**src/rtl/multicycle_controller.sv**
```systemverilog
// multicycle_controller
//   Main control FSM of the multicycle RV32I core. Sequences the shared ALU,
//   the unified instruction/data memory port, the instruction register and the
//   register file over several cycles per instruction (lw, sw, R-type, I-type
//   ALU, beq, jal). Stalls in FETCH/MEMREAD/MEMWRITE until mem_ready.
//
// Ports
//   clk, rst_n            clock (rising edge), asynchronous active-low reset
//   op, funct3, funct7b5  instruction fields from the instruction register
//   zero                  ALU zero flag (current cycle)
//   mem_ready             memory completes the current access this cycle
//   pcwrite, adrsrc, memwrite, irwrite, regwrite   datapath enables / address mux
//   resultsrc, alusrca, alusrcb, immsrc, alucontrol datapath selects
//   illegal_op            one-cycle pulse in DECODE on an unsupported opcode
//   dbg_state             current FSM state (encoding below), for observation
//
// Handshake: mem_ready is sampled only in FETCH, MEMREAD and MEMWRITE; the
// state holds and the access stays presented until a cycle with mem_ready=1,
// which completes the access and lets the FSM advance at the next edge.
module multicycle_controller #(
  parameter logic [3:0] RESET_STATE = 4'd0
) (
  input  logic       clk,
  input  logic       rst_n,
  input  logic [6:0] op,
  input  logic [2:0] funct3,
  input  logic       funct7b5,
  input  logic       zero,
  input  logic       mem_ready,
  output logic       pcwrite,
  output logic       adrsrc,
  output logic       memwrite,
  output logic       irwrite,
  output logic       regwrite,
  output logic [1:0] resultsrc,
  output logic [1:0] alusrca,
  output logic [1:0] alusrcb,
  output logic [1:0] immsrc,
  output logic [2:0] alucontrol,
  output logic       illegal_op,
  output logic [3:0] dbg_state
);

  typedef enum logic [3:0] {
    FETCH    = 4'd0,
    DECODE   = 4'd1,
    MEMADR   = 4'd2,
    MEMREAD  = 4'd3,
    MEMWB    = 4'd4,
    MEMWRITE = 4'd5,
    EXECR    = 4'd6,
    EXECI    = 4'd7,
    ALUWB    = 4'd8,
    BEQ      = 4'd9,
    JAL      = 4'd10
  } state_t;

  localparam logic [6:0] OP_LW   = 7'b0000011;
  localparam logic [6:0] OP_SW   = 7'b0100011;
  localparam logic [6:0] OP_R    = 7'b0110011;
  localparam logic [6:0] OP_I    = 7'b0010011;
  localparam logic [6:0] OP_BEQ  = 7'b1100011;
  localparam logic [6:0] OP_JAL  = 7'b1101111;

  localparam logic [1:0] ALUOP_ADD   = 2'b00;
  localparam logic [1:0] ALUOP_SUB   = 2'b01;
  localparam logic [1:0] ALUOP_FUNCT = 2'b10;

  state_t state_q, state_d;

  // Raw Moore outputs before reset gating.
  logic       pcupdate, branch, irwrite_raw, regwrite_raw, memwrite_raw, illegal_raw;
  logic [1:0] aluop;

  // State register
  always_ff @(posedge clk or negedge rst_n) begin
    if (!rst_n) state_q <= state_t'(RESET_STATE);
    else        state_q <= state_d;
  end

  // Next-state logic
  always_comb begin
    state_d = state_q;
    case (state_q)
      FETCH:    if (mem_ready) state_d = DECODE;
      DECODE: begin
        case (op)
          OP_LW, OP_SW: state_d = MEMADR;
          OP_R:         state_d = EXECR;
          OP_I:         state_d = EXECI;
          OP_BEQ:       state_d = BEQ;
          OP_JAL:       state_d = JAL;
          default:      state_d = FETCH;
        endcase
      end
      MEMADR: begin
        if (op == OP_LW)      state_d = MEMREAD;
        else if (op == OP_SW) state_d = MEMWRITE;
        else                  state_d = FETCH;
      end
      MEMREAD:  if (mem_ready) state_d = MEMWB;
      MEMWB:    state_d = FETCH;
      MEMWRITE: if (mem_ready) state_d = FETCH;
      EXECR:    state_d = ALUWB;
      EXECI:    state_d = ALUWB;
      ALUWB:    state_d = FETCH;
      BEQ:      state_d = FETCH;
      JAL:      state_d = ALUWB;
      default:  state_d = FETCH;
    endcase
  end

  // Output logic (Moore, plus zero/mem_ready qualification of enables)
  always_comb begin
    pcupdate     = 1'b0;
    branch       = 1'b0;
    irwrite_raw  = 1'b0;
    regwrite_raw = 1'b0;
    memwrite_raw = 1'b0;
    illegal_raw  = 1'b0;
    adrsrc       = 1'b0;
    resultsrc    = 2'b00;
    alusrca      = 2'b00;
    alusrcb      = 2'b00;
    aluop        = ALUOP_ADD;
    case (state_q)
      FETCH: begin
        alusrcb     = 2'b10;
        resultsrc   = 2'b10;
        irwrite_raw = mem_ready;
        pcupdate    = mem_ready;
      end
      DECODE: begin
        alusrca = 2'b01;
        alusrcb = 2'b01;
        illegal_raw = !(op == OP_LW || op == OP_SW || op == OP_R ||
                        op == OP_I  || op == OP_BEQ || op == OP_JAL);
      end
      MEMADR: begin
        alusrca = 2'b10;
        alusrcb = 2'b01;
      end
      MEMREAD:  adrsrc = 1'b1;
      MEMWB: begin
        resultsrc    = 2'b01;
        regwrite_raw = 1'b1;
      end
      MEMWRITE: begin
        adrsrc       = 1'b1;
        memwrite_raw = 1'b1;
      end
      EXECR: begin
        alusrca = 2'b10;
        aluop   = ALUOP_FUNCT;
      end
      EXECI: begin
        alusrca = 2'b10;
        alusrcb = 2'b01;
        aluop   = ALUOP_FUNCT;
      end
      ALUWB:    regwrite_raw = 1'b1;
      BEQ: begin
        alusrca = 2'b10;
        aluop   = ALUOP_SUB;
        branch  = 1'b1;
      end
      JAL: begin
        alusrca  = 2'b01;
        alusrcb  = 2'b10;
        pcupdate = 1'b1;
      end
      default: ;
    endcase
  end

  // Enables are forced low for the whole time rst_n is asserted, not just
  // after the state register clears, so no partial write escapes.
  assign pcwrite    = rst_n & (pcupdate | (branch & zero));
  assign irwrite    = rst_n & irwrite_raw;
  assign regwrite   = rst_n & regwrite_raw;
  assign memwrite   = rst_n & memwrite_raw;
  assign illegal_op = rst_n & illegal_raw;
  assign dbg_state  = state_q;

  // Immediate format follows the opcode in every state.
  always_comb begin
    case (op)
      OP_SW:   immsrc = 2'b01;
      OP_BEQ:  immsrc = 2'b10;
      OP_JAL:  immsrc = 2'b11;
      default: immsrc = 2'b00;
    endcase
  end

  // ALU decoder. op[5] separates R-type (sub allowed) from I-type (addi only).
  always_comb begin
    alucontrol = 3'b000;
    case (aluop)
      ALUOP_SUB: alucontrol = 3'b001;
      ALUOP_FUNCT: begin
        case (funct3)
          3'b000:  alucontrol = (op[5] & funct7b5) ? 3'b001 : 3'b000;
          3'b010:  alucontrol = 3'b101;
          3'b110:  alucontrol = 3'b011;
          3'b111:  alucontrol = 3'b010;
          default: alucontrol = 3'b000;
        endcase
      end
      default: alucontrol = 3'b000;
    endcase
  end

endmodule

```
**config.mk**
```make
export PLATFORM = sky130hd
export DESIGN_NAME = multicycle_controller
export DESIGN_NICKNAME = d
export VERILOG_FILES = /design/src/rtl/multicycle_controller.sv
export SDC_FILE = /design/constraint.sdc
export NUM_CORES = 1
export LEC_CHECK = 0
export ABC_AREA = 1
export CAP_MARGIN = 0
export CORE_MARGIN = 1
export CORE_UTILIZATION = 35
export DETAILED_ROUTE_END_ITERATION = 10
export GPL_TIMING_DRIVEN = 0
export PLACE_DENSITY = 0.88
export SLEW_MARGIN = 30
export SYNTH_ARGS = -nofsm -noshare
export SYNTH_HDL_FRONTEND = slang
export SYNTH_SLANG_ARGS = --single-unit
```
**constraint.sdc**
```tcl
create_clock -name clk -period 2.1 [get_ports clk]
set_input_delay 0.63 -clock clk [delete_from_list [all_inputs] [get_ports clk]]
set_output_delay 0.63 -clock clk [all_outputs]
set_load 0.01 [all_outputs]
```
# Word level (Yosys, flattened, before mapping)
# Cells that the tools add are included.
# op_classes
reduce_logical	18
eq_ne	24
n_mux	22
bitwise	8
# ops
cell	n
$pmux 4 s6	1
$pmux 4 s5	1
$eq 4x3->1 const B	4
$pmux 2 s2	4
$eq 7x6->1 const B	2
$eq 7x7->1 const B	2
$eq 4x4->1 const B	3
$mux 4	3
$pmux 3 s4	1
$reduce_or 2->1	6
$eq 4x2->1 const B	2
$and 1x1->1	7
$eq 7x2->1 const B	1
$eq 7x5->1 const B	1
$mux 1	7
$eq 3x3->1 const B	2
$mux 3	2
$ne 2x2->1 const B	3
$pmux 2 s3	1
$pmux 3 s2	1
$reduce_or 3->1	2
$logic_or 1x1->1	5
$eq 4x1->1 const B	1
$logic_not 4->1	1
9 further kinds	9
# word_totals
in_bits	15
output_inout_bits	21
wordCells	73
register_bits	4

# Depth between registers and ports, before layout
# depth
word_depth	9
ltp_mapped	9
ltp_nobuf	9

# Worst setup path after synthesis
# No wires, ideal clock.
# synth_path
kind	reg-to-output
from	register state_q[2], in the netlist dbg_state[2]
to	output port alucontrol[2]
setup_slack_ns	-0.097
required_ns	1.470
arrival_ns	1.567
n_path_buf	0
path_stages_with_launch	8
path_cell_list	dfrtp_1 inv_1 nor2_2 inv_2 nor2_2 inv_2 ha_1 nor4_1
# synth_via
elab_chain_len	5
word_cells_on_any_way	8
classes_between	eq/ne: 5; mux: 2; reduce/logical: 1
# synth_rtl
element	line	rtl
start, declared	69	state_t state_q, state_d;
start signal, assigned	77	if (!rst_n) state_q <= state_t'(RESET_STATE);
start signal, assigned	78	else state_q <= state_d;
$eq 4x3->1	126	case (state_q)
$reduce_or 2->1 (no source line)	-	
$pmux 2 s2 (*)	126	
$eq 2x2->1 / $eq 2x1->1 (equally long branches)	198	case (aluop)
$pmux 3 s2 (*)	198	
end, declared	39	output logic [2:0] alucontrol,
# Every way passes the cells marked *; elsewhere a longest branch is shown, timed or not.

# Worst setup path after layout
# layout_path
from	register state_q[3], in the netlist dbg_state[3]
to	output port pcwrite
# layout_via
elab_chain_len	5
word_cells_on_any_way	8
classes_between	eq/ne: 2; mux: 2; bitwise: 3; reduce/logical: 1
# layout_rtl
element	line	rtl
$eq 4x4->1	126	
$mux 1	126	
$and 1x1->1	178	assign pcwrite = rst_n & (pcupdate | (branch & zero));
$or 1x1->1 (*)	178	
$and 1x1->1 (*)	178	
end, declared	30	output logic pcwrite,
# Marks and branches as above.

==> summary.txt <==
Run status
  • Status: finished with violations
  • Failing checks: setup timing

Detailed routing
  • Highest routed metal layer: met4
  • Average detailed-routed wire length per instance: 14.0 um
  • Routed length on met1: 969 um
  • Met3 Routed Length: roughly 170 um
  • Number of nets with antenna violations after detailed routing: 0
  • Drt initial violations: 20
  • Vias: approximately 860
  • Post-detailed-route via-to-cell ratio: 5.22
  • DRC violation count after routing: 0
  • Metal2 WL: 1100 um
  • Final WL: around 2300 um
  • Router iterations before antenna repair: 4

Cells and area
  • Layout cell share with drive strength beyond 1: 0.584
  • Storage element area: 104 um2
  • Antenna diode count: 0
  • Filler-free cell count of the finished design: roughly 160
  • Area of the multi-input gates: 523 um2
  • Final net count: 168
  • Max FFs per register: 4
  • Filler Cells Inserted: 97
  • Area growth from synthesis to final layout: 104%

Setup path
  • Reg2Reg Capture Point: dbg_state[2]
  • Startpoint types: flip-flop
  • Register-to-register setup slack: 0.62 ns
  • Data required time of the critical path: between 1 and 1.5 ns
  • Worst Setup End Kind: output port
  • Logic depth of the worst register-to-register path: 9
  • Critical R2R Launch: dbg_state[3]
  • Highest net fanout along the worst path: 4
  • WS Path Type: flip-flop to output port
  • Arrival @ worst endpoint: 1.58 ns

STA
  • Ratio of final minimum period to clock period: 1.05
  • Final Hold Viols: 0
  • RSZ-0062 raised after global routing: true
  • Worst-case clock skew: 0.000469 ns
  • Final Slew Violations: 0
  • Post-route worst setup slack: -0.111 ns
  • Maximum frequency from static timing analysis: 0.452 GHz
  • Min Hold Slack: 0.216 ns
  • Worst Tran Pin Value: 0.310 ns
  • Max-slew headroom at the worst pin: 0.793
  • Fin crit period: 2.21 ns
  • Number of failing setup endpoints in the final timing report: 6

Yosys
  • Fraction of synthesis flops using an asynchronous set or reset pin: 1.00
  • Yosys warning count: 0
  • Post-synth EDFFs: 0
  • Share of synthesized area occupied by flip-flops and latches: 0.182
  • Most common cell in the netlist: sky130_fd_sc_hd__nand2_1
  • Synthesized area divided by synthesized cell count: 5.97 um2
  • Number of register bits inferred by synthesis: 4
  • Area fraction of the dominant cell type after synthesis: 0.182
  • Yosys cell types: 21
  • Most area-consuming cells after synthesis: sky130_fd_sc_hd__dfrtp_1, sky130_fd_sc_hd__nand3_1, sky130_fd_sc_hd__nand2_1
  • Most common library cells after synthesis: sky130_fd_sc_hd__nand2_1, sky130_fd_sc_hd__nand3_1, sky130_fd_sc_hd__nor2_1
  • Post-synthesis instance area: approximately 550 um2
  • Total nets after synthesis: 109
  • Cell count after synthesis: 92
  • Flip-flop cell with the highest count after synthesis: sky130_fd_sc_hd__dfrtp_1
  • Leading area contributor after synthesis: sky130_fd_sc_hd__dfrtp_1

Global routing
  • Number of global-route vias before repair: 718
  • Overflow left after global routing: 0
  • Pin count of the biggest net entering global routing: 7
  • Wire length of the first global-routing pass: 3120 um
  • Initial antenna violation count: 0
  • Total routing usage reported by global routing: 0.223

Power
  • Leak Pwr: roughly 0.57 nW
  • Power Dens Cells: 623 nW/um2
  • Maximum vdd ir drop: between 0.5 and 0.6 mV
  • Total power after layout: 699 uW

Placed design
  • Routability cong.: roughly 0.83
  • Port Buf Inserts: 35
  • Pre-CTS WS: -0.731 ns
  • HPWL Detailed: about 1300 um
  • Cell count after placement: 142

CTS
  • CTS tree: built
  • Number of hold-repair buffers added at the cts stage: 0
  • Clk pin slew, worst setup/hold paths: 0.03 ns
  • Clock network latency to the later pin of the worst-skew pair: around 0.23 ns
  • CTS Buf Count: 3
  • Htree depth: 1
  • Clock buffer depth: 2
  • Root buf cell: sky130_fd_sc_hd__clkbuf_4
  • TritonCTS sink count: 4

Die
  • Height of the die: 41.6 um
  • Area enclosed by the die boundary: 1730 um2
  • Site row count: 13
  • Count of boundary I/O pins: 36
  • Die outline width: around 42 um
  • Initial core utilization: 0.397
  • Placeable core region: approximately 1400 um2

Worst hold path
  • Type of the worst min-delay path: input pin to asynchronous set/reset pin

Job
  • MaxCap Viol Count: 0
==> critical path: stages (launching register included) <==
cell                      delay [ns]
sky130_fd_sc_hd__dfrtp_2        0.42
sky130_fd_sc_hd__buf_4          0.15
sky130_fd_sc_hd__nor2_4         0.14
sky130_fd_sc_hd__inv_4          0.07
sky130_fd_sc_hd__nor2_4         0.15
sky130_fd_sc_hd__nand2_2        0.11
sky130_fd_sc_hd__a31oi_4        0.14
sky130_fd_sc_hd__buf_2          0.16
==> logic make-up (layout without fill, tap and decap cells) <==
group | Yosys count | in the layout | share of synthesized area
compound gates | 10 | 10 | 0.121
flops | 4 | 4 | 0.182
buf+inv | 19 | 76 | 0.130
simple gates | 57 | 57 | 0.522
fa+ha+maj | 2 | 2 | 0.0456
==> cells in the final DEF (no fill, tap or decap), types with 4 or more instances in the layout <==
cell                              count
sky130_fd_sc_hd__nand2_2              4
sky130_fd_sc_hd__dlygate4sd2_1        5
sky130_fd_sc_hd__nand2_1             12
sky130_fd_sc_hd__inv_2                8
sky130_fd_sc_hd__inv_1                9
sky130_fd_sc_hd__nor2_4               7
sky130_fd_sc_hd__buf_2               12
sky130_fd_sc_hd__clkdlybuf4s50_1      6
sky130_fd_sc_hd__buf_4               19
sky130_fd_sc_hd__nand3_1             10
sky130_fd_sc_hd__nor2_1               9
sky130_fd_sc_hd__clkbuf_2            10
==> power breakdown <==
part	leakage [nW]	switching (mW)	total (mW)	internal [mW]
clock network	0.0138	0.0287	0.0924	0.0637
logic	0.504	0.273	0.489	0.216
registers	0.0493	0.0252	0.117	0.0922
total	0.568	0.327	0.699	0.372
==> worst max path at each step <==
stage | from | to | depth (start not counted)
finish | dbg_state[3] | pcwrite | 7
global route | dbg_state[3] | alucontrol[0] | 9
CTS | dbg_state[3] | alucontrol[2] | 7
detailed placement | rst_n | regwrite | 4
global placement | rst_n | regwrite | 4
floorplan | dbg_state[2] | alucontrol[2] | 7
==> cell type report <==
cell class                 instances  share of cell area
inverter                          19              0.0680
multi-input combinational         69               0.466
tap                               15              0.0167
clock buffer                       3              0.0201
sequential                         4              0.0925
timing repair buffer              54               0.337
==> through the flow <==
| stage | utilization | TNS (ns) | cell area (um2) |
|---|---|---|---|
| floorplan | - | 0 | 564 |
| global placement | 0.675 | -5.90 | 933 |
| detailed placement | 0.675 | -6.22 | 933 |
| CTS | 0.774 | -0.374 | 1070 |
| global route | 0.812 | -1.20 | 1120 |
| finish | 0.812 | -0.375 | 1120 |
==> routing by layer <==
metal  track usage  vias up
met5             0        -
met4        0.0903        0
met3        0.0174        6
met2         0.388       47
met1         0.280      384
li1              -      419
==> repair_timing <==
item / in CTS / in global routing
setup buffers: 11 / 8
pin swaps: 17 / 19
gates cloned: 0 / 0
resized for setup: 89 / 31
setup endpoints to repair: 17 / 14
No activity file was read; power rests on OpenSTA's default activity.
